File: src/rtl/regfile_dump_reader_if.sv
// Valid/ready stream carrying (register index, register value) pairs from
// the dump reader to its consumer.
interface regfile_dump_reader_if #(
    parameter int AW    = 5,
    parameter int WIDTH = 32
);
    logic             out_valid;
    logic             out_ready;
    logic [AW-1:0]    out_idx;
    logic [WIDTH-1:0] out_data;

    modport master (
        output out_valid,
        output out_idx,
        output out_data,
        input  out_ready
    );

    modport slave (
        input  out_valid,
        input  out_idx,
        input  out_data,
        output out_ready
    );
endinterface

File: src/rtl/regfile_dump_reader.sv
// Register-file dump engine: walks a wrap-capable index range on a spare read
// port, snapshots each combinational read value and streams (index, data)
// pairs over a valid/ready handshake.
module regfile_dump_reader #(
    parameter int  REGISTERS = 32,
    parameter int  WIDTH     = 32,
    localparam int AW        = $clog2(REGISTERS)
) (
    input  logic                   clk,
    input  logic                   rst,
    input  logic                   start_i,
    input  logic                   abort_i,
    input  logic [AW-1:0]          first_idx_i,
    input  logic [AW-1:0]          last_idx_i,
    output logic [AW-1:0]          rf_addr_o,
    input  logic [WIDTH-1:0]       rf_data_i,
    regfile_dump_reader_if.master  out,
    output logic                   busy_o,
    output logic                   done_o
);

    localparam logic [1:0] S_IDLE  = 2'd0;
    localparam logic [1:0] S_FETCH = 2'd1;
    localparam logic [1:0] S_SEND  = 2'd2;

    logic [1:0]       state_q,     state_d;
    logic [AW-1:0]    rf_addr_q,   rf_addr_d;
    logic [AW-1:0]    out_idx_q,   out_idx_d;
    logic [WIDTH-1:0] out_data_q,  out_data_d;
    logic             out_valid_q, out_valid_d;
    logic [AW:0]      remaining_q, remaining_d;
    logic             done_q,      done_d;

    logic [AW-1:0]    range_diff;
    logic [AW:0]      range_len;
    logic             handshake;

    // Range length: the AW-bit difference wraps modulo REGISTERS, so a full
    // file (last = first-1) yields REGISTERS, which needs the extra bit.
    assign range_diff = last_idx_i - first_idx_i;
    assign range_len  = {1'b0, range_diff} + {{AW{1'b0}}, 1'b1};
    assign handshake  = out_valid_q && out.out_ready;

    // Next-state logic for the IDLE -> FETCH -> SEND walk.
    always_comb begin
        state_d     = state_q;
        rf_addr_d   = rf_addr_q;
        out_idx_d   = out_idx_q;
        out_data_d  = out_data_q;
        out_valid_d = out_valid_q;
        remaining_d = remaining_q;
        done_d      = 1'b0;

        case (state_q)
            S_IDLE: begin
                if (start_i) begin
                    rf_addr_d   = first_idx_i;
                    remaining_d = range_len;
                    state_d     = S_FETCH;
                end
            end
            S_FETCH: begin
                if (abort_i) begin
                    out_valid_d = 1'b0;
                    done_d      = 1'b1;
                    state_d     = S_IDLE;
                end else begin
                    out_data_d  = rf_data_i;
                    out_idx_d   = rf_addr_q;
                    out_valid_d = 1'b1;
                    state_d     = S_SEND;
                end
            end
            S_SEND: begin
                // abort wins over a simultaneous handshake; that pair is dropped
                if (abort_i) begin
                    out_valid_d = 1'b0;
                    done_d      = 1'b1;
                    state_d     = S_IDLE;
                end else if (handshake) begin
                    out_valid_d = 1'b0;
                    if (remaining_q == {{AW{1'b0}}, 1'b1}) begin
                        done_d  = 1'b1;
                        state_d = S_IDLE;
                    end else begin
                        remaining_d = remaining_q - {{AW{1'b0}}, 1'b1};
                        rf_addr_d   = rf_addr_q + {{(AW-1){1'b0}}, 1'b1};
                        state_d     = S_FETCH;
                    end
                end
            end
            default: begin
                out_valid_d = 1'b0;
                state_d     = S_IDLE;
            end
        endcase
    end

    // State registers with synchronous reset overriding any dump in progress.
    always_ff @(posedge clk) begin
        if (rst) begin
            state_q     <= S_IDLE;
            rf_addr_q   <= '0;
            out_idx_q   <= '0;
            out_data_q  <= '0;
            out_valid_q <= 1'b0;
            remaining_q <= '0;
            done_q      <= 1'b0;
        end else begin
            state_q     <= state_d;
            rf_addr_q   <= rf_addr_d;
            out_idx_q   <= out_idx_d;
            out_data_q  <= out_data_d;
            out_valid_q <= out_valid_d;
            remaining_q <= remaining_d;
            done_q      <= done_d;
        end
    end

    assign rf_addr_o     = rf_addr_q;
    assign out.out_valid = out_valid_q;
    assign out.out_idx   = out_idx_q;
    assign out.out_data  = out_data_q;
    assign busy_o        = (state_q != S_IDLE);
    assign done_o        = done_q;

endmodule
File: src/flat_wrapper.sv
// flat-port wrapper written by rule: the top's interface ports become plain ports
module regfile_dump_reader_flat 
#(
    parameter int  REGISTERS = 32,
    parameter int  WIDTH     = 32,
    localparam int AW        = $clog2(REGISTERS)
)
  (clk, rst, start_i, abort_i, first_idx_i, last_idx_i, rf_addr_o, rf_data_i, busy_o, done_o, out_out_valid, out_out_idx, out_out_data, out_out_ready);
  regfile_dump_reader_if #(.WIDTH(WIDTH)) out_i ();
  input  logic clk;
  input  logic rst;
  input  logic start_i;
  input  logic abort_i;
  input  logic [AW-1:0] first_idx_i;
  input  logic [AW-1:0] last_idx_i;
  output logic [AW-1:0] rf_addr_o;
  input  logic [WIDTH-1:0] rf_data_i;
  output logic busy_o;
  output logic done_o;
  output wire logic [$bits(out_i.out_valid)-1:0] out_out_valid;
  output wire logic [$bits(out_i.out_idx)-1:0] out_out_idx;
  output wire logic [$bits(out_i.out_data)-1:0] out_out_data;
  input wire logic [$bits(out_i.out_ready)-1:0] out_out_ready;
  assign out_out_valid = out_i.out_valid;
  assign out_out_idx = out_i.out_idx;
  assign out_out_data = out_i.out_data;
  assign out_i.out_ready = out_out_ready;
  regfile_dump_reader #(.REGISTERS(REGISTERS), .WIDTH(WIDTH)) u_core (.clk(clk), .rst(rst), .start_i(start_i), .abort_i(abort_i), .first_idx_i(first_idx_i), .last_idx_i(last_idx_i), .rf_addr_o(rf_addr_o), .rf_data_i(rf_data_i), .out(out_i), .busy_o(busy_o), .done_o(done_o));
endmodule
File: config.mk
export PLATFORM = sky130hd
export DESIGN_NAME = regfile_dump_reader_flat
export DESIGN_NICKNAME = d
export VERILOG_FILES = /design/src/rtl/regfile_dump_reader_if.sv /design/src/rtl/regfile_dump_reader.sv /design/src/flat_wrapper.sv
export SDC_FILE = /design/constraint.sdc
export NUM_CORES = 1
export LEC_CHECK = 0
export CAP_MARGIN = 20
export CORE_ASPECT_RATIO = 2
export CORE_MARGIN = 10
export CORE_UTILIZATION = 47
export CTS_CLUSTER_SIZE = 10
export DETAILED_ROUTE_END_ITERATION = 12
export GPL_ROUTABILITY_DRIVEN = 0
export GPL_TIMING_DRIVEN = 0
export PLACE_DENSITY = 0.84
export SLEW_MARGIN = 15
export SYNTH_ARGS = -nofsm -noshare
export SYNTH_HDL_FRONTEND = slang
export SYNTH_SLANG_ARGS = --single-unit
File: constraint.sdc
create_clock -name clk -period 3.36 [get_ports clk]
set_clock_uncertainty 0.05 [all_clocks]
set_input_delay 0.672 -clock clk [delete_from_list [all_inputs] [get_ports clk]]
set_output_delay 0.672 -clock clk [all_outputs]
set_load 0.05 [all_outputs]
==> Flow_metrics.wiki <==
{| class="wikitable"
! Metric !! Value
|-
| Number of storage elements in the synthesis netlist || 52
|-
| Class of the most critical setup path || reg2out
|-
| Pin count of the biggest net entering global routing || 17
|-
| Proportion of netlist area held by the largest area contributor || between 40 and 50%
|-
| Count of nets left with antenna violations after detail routing || 0
|-
| Result of the run || completed
|-
| Unrepaired setup endpoints after global routing || no
|-
| Count of pins on the block boundary || 92
|-
| Iteration-0 DRC Markers || 147
|-
| Final setup fails || 0
|-
| Clock tree from TritonCTS || done
|-
| Maximum operating frequency || 374 MHz
|-
| Fraction of layout instances using a drive strength above 1 || between 2 and 3%
|-
| Post-synth EDFFs || 0
|-
| Residual DRC count || 0
|-
| Non-Filler Cell Area, Final || 3530 um^2
|-
| Transition time at the pin with the least slew margin || around 560 ps
|-
| Number of max-slew violations in the final report || 0
|-
| Category of cells accounting for the largest share of critical-path delay || buffers and inverters
|-
| Number of standard-cell rows in the floorplan || 37
|-
| Top-count cell post-synth || nand2_1
|-
| TritonRoute pass-1 iters || 4
|-
| Number of resized instances in the post-cts repair step || 0
|-
| Clk root buf || clkbuf_8
|-
| Area of all sequential standard cells || 1040 um^2
|-
| Post-synthesis to final-layout area growth || 44.3%
|-
| Share of synthesized area occupied by flip-flops and latches || 42.5%
|-
| Max incr delay on CP || 810 ps
|-
| Multi-input combinational cell area || 1280 um^2
|-
| Top cell type by total area after synthesis || dfxtp_1
|-
| Number of instances in the placed design || 464
|-
| Congestion Overflow GR || 0
|-
| Maximum fanout count along the critical path || 6
|-
| Commonest register cell after synthesis || dfxtp_1
|-
| Die span in y || 122 um
|-
| Classification of the worst-slack hold path || reg2reg
|-
| Max Buffers Root-to-Sink || 2
|-
| Warnings, synthesis || 0
|-
| Detailed-route wire length per cell || 15.6 um
|-
| Clock Pin Slew Worst Setup and Hold Paths || 90 ps
|-
| VDD IR-drop max || roughly 0.65 mV
|-
| Final hold violation count || 0
|-
| Routed Wire Length || 7370 um
|-
| Final-layout setup total negative slack || 0 ps
|-
| Mapped cell area || 2450 um^2
|-
| Clk sinks || 52
|-
| Arrival time at the worst endpoint || 1950 ps
|-
| Shortest clock period the worst path allows after layout || 2670 ps
|-
| Endpoint class of the critical path || output port
|-
| Antenna Cells || 0
|-
| Count of input and output buffers || 90
|-
| Floorplan core area || 5090 um^2
|-
| Via-per-instance ratio || 5.32
|-
| Hold bufs inserted after CTS || 0
|-
| HPWL Detailed || 5920 um
|-
| Most frequent CP cell || inv_1
|-
| Leak pwr || 1.30 nW
|-
| Number of cells produced by synthesis || 316
|-
| Ordered cell list for the critical path || inv_1 -> ha_1 -> inv_1 -> clkdlybuf4s50_1
|-
| Horizontal die dimension || a little over 70 um
|-
| Starting density of the core || 48.1%
|-
| Post-route clock period utilization || 79.5%
|-
| Number of fill cells || 438
|-
| Wire length of the first global-routing pass || 12000 um
|-
| Syn nets || 376
|-
| Buffers & Inverters on Critical Path || 3
|-
| Number of cells in the finished layout apart from fillers || 472
|-
| CP Data Required Time || 2640 ps
|-
| Worst relative slew slack || 62.7%
|-
| Final core occ || 69.4%
|-
| Critical path launch point type || flop
|-
| Later-pin clock latency in the skew report || 310 ps
|-
| Share of flip-flops with an asynchronous set or reset || 0%
|-
| Hold Worst Slack || 406 ps
|-
| Maxcap violations || 0
|-
| Power density of the placed cells || 478 nW/um^2
|-
| Vias in the first global route || 2509
|-
| Antenna violations before repair || 0
|-
| Largest cells by area after synthesis || dfxtp_1 43%, nand2_1 14%, a21oi_1 10%
|-
| Htree depth || 2
|-
| Overall die area || 8670 um^2
|-
| Post-place instance area || 3420 um^2
|-
| Overall via count from detail_route || ~2500
|-
| Post-CTS Repair Setup Buffers || 0
|-
| Top post-synthesis cells by count || 91 x nand2_1, 52 x dfxtp_1, 50 x a21oi_1
|-
| GRT Resource Usage Total || 16.7%
|-
| NumNets Final || 473
|-
| Number of buffers added by the clock tree synthesis step || 5
|-
| Count of cell types in the netlist || 41
|-
| Critical path's slowest cell || clkdlybuf4s50_1
|-
| Avg Inst Size Synth || 7.75 um^2
|}
==> placed cells by master, fill, tap and decap left out, types with 2 or more instances in the layout <==
cell	n
nand2_1	91
clkdlybuf4s50_1	90
dfxtp_1	52
a21oi_1	50
clkbuf_1	16
inv_1	14
ha_1	12
nor2_1	10
o21ai_0	9
nand3b_1	5
nand3_1	5
clkbuf_8	5
o22ai_1	4
xnor2_1	4
nand2b_1	3
nor2b_1	3
mux2i_1	3
a31oi_1	3
xor2_1	3
and2b_1	2
nor3_1	2
and2_1	2
a211oi_1	2
or3_1	2
nand4_1	2
==> cell families (layout without fill, tap and decap cells) <==
group                      count (synthesis)  in the layout  synth area share (%)
AOI/OAI and AO/OA                         77             77                  17.6
DFF                                       52             52                  42.5
muxes                                      4              4                  1.69
xor gates and xnor gates                   7              7                  2.50
buffers and inverters                     32            130                  5.11
adders and majority gates                 13             13                  6.95
and+or+nand+nor                          131            131                  23.7
==> through the flow <==
step                      total power, mW  worst slack, ps
after floorplan                      1.07             1130
after global placement               1.25              525
after detailed placement             1.26              478
after CTS                            1.70              669
after global routing                 1.77              599
final                                1.69              688
==> tightest hold or removal path, cell delays in order, from the launching register on <==
cell and delay, ps:
dfxtp_1 320, nand2_1 50, a21oi_1 50
==> registers in the layout (all words and copies together) (netlist names) <==
signal,flops
u_core.rf_addr_o,5
u_core.out.out_idx,5
u_core.remaining_q,6
u_core.done_o,1
u_core.out.out_valid,1
u_core.state_q,2
u_core.out.out_data,32
==> metal layers <==
layer  vias to the layer above  track usage (%)  wire length (um)
li1                       1249                -                 -
met1                      1162             15.7              2650
met2                        87             32.6              4140
met3                        11             3.99               389
met4                         0             7.42               182
met5                         -                0                 0
==> layout make-up <==
class / count / share of cell area (%)
Multi-Input combinational cell: 232 / 36.3
Clock buffer: 6 / 2.05
Buffer: 18 / 2.05
Timing Repair Buffer: 90 / 25.5
Clock inverter: 2 / 1.10
Inverter: 14 / 1.49
Sequential cell: 52 / 29.5
Tap cell: 58 / 2.05
==> power by group <==
| group | leakage (nW) | internal (mW) | switching, mW |
|---|---|---|---|
| Sequential | 0.424 | 0.665 | 0.0424 |
| Combinational | 0.816 | 0.214 | 0.331 |
| Clock | 0.0558 | 0.225 | 0.212 |
| Total | 1.30 | 1.10 | 0.585 |
==> path summary, 6_finish.rpt <==
| path | start | to | cells past startpoint | slack, ps |
|---|---|---|---|---|
| worst max-delay path | u_core.state_q[0]$_SDFFE_PP0P_ | busy_o | 4 | 690 |
| worst min-delay path | u_core.out.out_data[5]$_SDFFE_PP0P_ | u_core.out.out_data[5]$_SDFFE_PP0P_ | 2 | 410 |
| worst max register to register | u_core.state_q[0]$_SDFFE_PP0P_ | u_core.remaining_q[5]$_SDFFE_PP0P_ | 8 | 1320 |
| worst min register to register | u_core.out.out_data[5]$_SDFFE_PP0P_ | u_core.out.out_data[5]$_SDFFE_PP0P_ | 2 | 410 |
Power figures use the tool's default switching activity.
==> edit 1, RTL diff (same settings) <==
Take the reset off `rf_addr_q` and `out_data_q` and load them in a clocked block of their own.
--- a/src/rtl/regfile_dump_reader.sv
+++ b/src/rtl/regfile_dump_reader.sv
@@ -100,21 +100,22 @@
     always_ff @(posedge clk) begin
         if (rst) begin
             state_q     <= S_IDLE;
-            rf_addr_q   <= '0;
             out_idx_q   <= '0;
-            out_data_q  <= '0;
             out_valid_q <= 1'b0;
             remaining_q <= '0;
             done_q      <= 1'b0;
         end else begin
             state_q     <= state_d;
-            rf_addr_q   <= rf_addr_d;
             out_idx_q   <= out_idx_d;
-            out_data_q  <= out_data_d;
             out_valid_q <= out_valid_d;
             remaining_q <= remaining_d;
             done_q      <= done_d;
         end
+    end
+
+    always_ff @(posedge clk) begin
+        rf_addr_q  <= rf_addr_d;
+        out_data_q <= out_data_d;
     end
 
     assign rf_addr_o     = rf_addr_q;
Formal check against the unedited RTL: not equivalent (Yosys sat finds a counterexample within 4 cycles, from zero or initial values and one cycle with rst high).
==> edit 1 against the unedited design <==
Sequential share of layout area rose by 12 points; via count fell by 30%; synthesized area fell by 5.1%; setup slack got worse by 120 ps; register-to-register slack got worse by 150 ps; cell count fell by 28%; total power fell by 4.1%; highest routed layer unchanged; routed wire length fell by 23%; count of clock-buffer cells in the layout did not move; critical path type unchanged; design area fell by 4.2%; sequential cell count did not move; worst hold slack improved by 42 ps.
==> edit 1: results (changes against the unedited design) <==
Power and ir drop
The leakage dissipation is 1.23 nW (-5.4%). The peak ir drop on the vdd network is 0.424 mV (-35%). The areal power density over the cells is 479 nW/µm² (about the same).

Logic synthesis
The post-synthesis instance total was 186 (-41%). By area the synthesized netlist is led by sky130_fd_sc_hd__edfxtp_1 (48%), sky130_fd_sc_hd__dfxtp_1 (13%), sky130_fd_sc_hd__ha_1 (6.5%). The synthesized netlist net count is 246 (-35%). Ranked by instance count, the synthesized netlist is headed by sky130_fd_sc_hd__edfxtp_1 (37), sky130_fd_sc_hd__dfxtp_1 (15), sky130_fd_sc_hd__inv_1 (14), sky130_fd_sc_hd__nor2_1 (14). The proportion of register bits with asynchronous set or reset after synthesis came to 0% (unchanged). The number of distinct library cells after synthesis is 39 (-4.9%). The number of enable flip-flop cells after synthesis came to 37 (+37). The register area share after synthesis was 60.7% (+18 points). The most used flip-flop cell after synthesis is sky130_fd_sc_hd__edfxtp_1.

Place
The cell total after placement is 333 (-28%). The count of input and output buffers came to 90 (unchanged). The estimated wirelength of the detail-placed design came to 4640 µm (-22%).

The instance area after placement was 3300 µm² (-3.7%). The pre-CTS setup slack is 346 ps (-132 ps).

Clock network
The root buffer cell chosen for the clock tree is sky130_fd_sc_hd__clkbuf_8. The clock slew seen by the registers of the worst setup and hold paths is 90 ps (about the same). The depth of the CTS H-tree is 2 (unchanged). Clock latency on the worst-skew pair, taken at its later pin, is 300 ps. The number of instances resized during post-cts repair is 0 (unchanged). The number of buffers inserted by post-CTS setup repair is 0 (unchanged).

The buffer depth of the longest clock path is 2 (unchanged). The total clock buffers created by CTS is 5 (unchanged).

Worst setup path
The critical-path cell with the highest stage delay is sky130_fd_sc_hd__clkdlybuf4s50_1. The arrival time at the worst endpoint is 2070 ps (+120 ps). The delay contributed by the slowest stage of the critical path is 840 ps (+30 ps). The maximum fanout count along the critical path is 6 (unchanged).

Cells and area
The fraction of layout instances using a drive strength above 1 was 5.99% (+3.1 points). The number of flip-flops under the largest register name came to 32 (unchanged). The number of standard cells in the layout, taps in and fillers out is 341 (-28%). The number of antenna diodes is 0 (unchanged). The number of inserted filler cells in the final layout came to 354 (-19%).

STA
The max-slew headroom at the worst pin is 44.2% (-19 points). The final critical-path setup slack is 569 ps (-119 ps). The final hold violation count is 0 (unchanged).

Drt
The violation count after the first detailed-route iteration is 43 (-71%). The number of detailed-route iterations in the first pass is 4 (unchanged). The average vias per placed instance is 5.14 (-3.3%).

The wire length reported by the detailed router is 5650 µm (-23%).

GRT
The first-pass GRT wire length is 9350 µm (-22%). The total global-route track usage came to 13.6% (-3.1 points). The pin count of the biggest net entering global routing came to 39 (+22). The number of global-route vias before repair is 1,869 (-26%).

Min path
The type of the most critical hold path is register to register.

Run status
The run finished with clean final reports.
==> edit 1: where the power goes <==
part	internal, W	switching (W)
Combinational	0.000196	0.000288
Sequential	0.000749	0.0000367
Clock	0.000148	0.000203
==> edit 1: worst paths after layout <==
kind / cells after the start / slack (ps) / startpoint / end
worst min register to register: 2 / 450 / u_core.state_q[0] / u_core.state_q[0]
worst min-delay path: 2 / 450 / u_core.state_q[0] / u_core.state_q[0]
worst max-delay path: 4 / 570 / u_core.state_q[0] / busy_o
worst max register to register: 6 / 1170 / u_core.state_q[1] / u_core.state_q[1]
==> edit 1: layout make-up <==
class | instances | share of cell area (%)
Inverter | 14 | 1.55
Clock buffer | 6 | 2.14
Timing Repair Buffer | 90 | 26.6
Sequential cell | 52 | 41.7
Buffer | 5 | 0.591
Tap cell | 57 | 2.11
Multi-Input combinational cell | 115 | 24.8
Clock inverter | 2 | 0.480
==> edit 1: logic make-up after synthesis <==
group,synth area share [%]
adders and majority gates,7.32
and+or+nand+nor,10.7
muxes,3.88
AOI/OAI and AO/OA,10.9
DFF,60.7
xor gates and xnor gates,3.39
buffers and inverters,3.12
==> edit 1: metrics by stage <==
stage / power (W) / hold slack, ps
after global placement: 0.00128 / 424
after CTS: 0.00164 / 458
after detailed placement: 0.00129 / 438
after floorplan: 0.00111 / 415
final: 0.00162 / 449
after global routing: 0.00170 / 489
==> edit 1: routing by layer <==
metal | part of all wire (%) | vias up | global-route usage, %
li1 | - | 860 | -
met1 | 34 | 813 | 13.4
met2 | 55 | 73 | 25.2
met3 | 9.6 | 7 | 5.40
met4 | 1.3 | 0 | 4.09
met5 | 0 | - | 0
==> edit 1: worst min-delay path: stages (launching register included) <==
cell	delay, ps
sky130_fd_sc_hd__dfxtp_1	350
sky130_fd_sc_hd__nand2_1	60
sky130_fd_sc_hd__a21oi_1	50
==> edit 2, RTL diff (same flow settings) <==
Made on the original files. Reset style: asynchronous (`rst`), changed in one clocked block. Comments in the files are not updated.
--- a/src/rtl/regfile_dump_reader.sv
+++ b/src/rtl/regfile_dump_reader.sv
@@ -97,7 +97,7 @@
     end
 
     // State registers with synchronous reset overriding any dump in progress.
-    always_ff @(posedge clk) begin
+    always_ff @(posedge clk or posedge rst) begin
         if (rst) begin
             state_q     <= S_IDLE;
             rf_addr_q   <= '0;
Function: differs if rst is asserted again (counterexample within 4 cycles, from zero or initial values and one cycle with rst high); with rst held inactive, the same outputs for 10 cycles.
==> edit 2 against the unedited design <==
Cell count decreased by 20%; die area increased by 3.8%; non-clock buffer count decreased by 10; highest routed layer unchanged; design area increased by 4.4%; maximum frequency decreased by 1.4%; sequential cell count unchanged; setup slack got worse by 37 ps; routed wire length decreased by 9.0%; synthesized area increased by 4.9%; critical path type unchanged.
Power is not compared: it rests on default switching activity, and its combinational part moved more than twofold at a synthesized area within 25%.
==> edit 2: results (changes against the unedited design) <==
GRT
The number of global-route vias before repair is 2,078 (-17%). The met3 usage is 4.70% (+0.72 points). The first-pass GRT wire length is 10,600 µm (-12%). The pin count of the biggest net entering global routing is 36 (+19).

Logic synthesis
After synthesis, the cell types taking the most area are sky130_fd_sc_hd__dfrtp_1 (51%), sky130_fd_sc_hd__mux2_2 (16%), sky130_fd_sc_hd__ha_1 (5.8%). The number of distinct library cells after synthesis is 39 (-4.9%). Counting instances in the post-synthesis netlist gives the leading cell types as sky130_fd_sc_hd__dfrtp_1 (52), sky130_fd_sc_hd__mux2_2 (37), sky130_fd_sc_hd__a21oi_1 (16). The register area share after synthesis is 50.7% (+8.2 points). The proportion of register bits with asynchronous set or reset after synthesis is 100% (+100 points). The synthesized netlist net count is 278 (-26%).

STA
The max-slew headroom at the worst pin was 62.1% (-0.68 points). The final cycle utilization of the critical path is 80.6% (+1.1 points).

Place
The pre-CTS setup slack is 491 ps (+13.5 ps). The instance area after placement was 3570 µm² (+4.4%). The count of input and output buffers is 91 (+1.1%).

Worst setup path
The arrival time at the worst endpoint came to 1990 ps (+40 ps). The worst reg-to-reg path cell count is 6 (-2). The maximum fanout count along the critical path is 5 (-1).

The setup slack of the most critical reg-to-reg path is 1300 ps (-20 ps).

Drt
The met2 layer wire length in the routed design was 3640 µm (-12%). The met3 wire length is 470 µm (+21%). The post-route met1 wirelength is 2380 µm (-10%). The average vias per placed instance is 5.32 (+0.13%).

Cells and area
The fraction of layout instances using a drive strength above 1 is 17.9% (+15 points).

Min path
The worst hold path cell count was 1 (-1).

Run status
The run finished with clean final reports.
==> edit 2: power breakdown <==
group          leakage [nW]  internal [W]  total, W  switching (W)
Combinational         0.881      0.000928   0.00247        0.00155
Sequential            0.613      0.000940   0.00115       0.000209
Clock                0.0548      0.000225  0.000447       0.000222
Total                  1.55       0.00209   0.00407        0.00198
==> edit 2: area by class of cell <==
cell class / instances / area, µm²
fillers: 408 / 1680
repair buffers: 92 / 931
plain buffers: 6 / 33.8
well taps: 60 / 75.1
multi-input cells: 145 / 1180
clock inverters: 3 / 46.3
clock buffers: 5 / 68.8
flip-flops and latches: 52 / 1300
inverters: 15 / 56.3
==> edit 2: cell families (layout without fill, tap and decap cells) <==
kind of cell	after synthesis	in the layout	share of synthesized area [%]
multiplexers	40	40	17.4
flip-flops	52	52	50.7
AND/OR/NAND/NOR	40	40	8.77
XOR/XNOR	7	7	2.39
buffers and inverters	21	121	3.51
AO/OA/AOI/OAI	45	45	10.6
adder cells (fa/ha/maj)	13	13	6.63
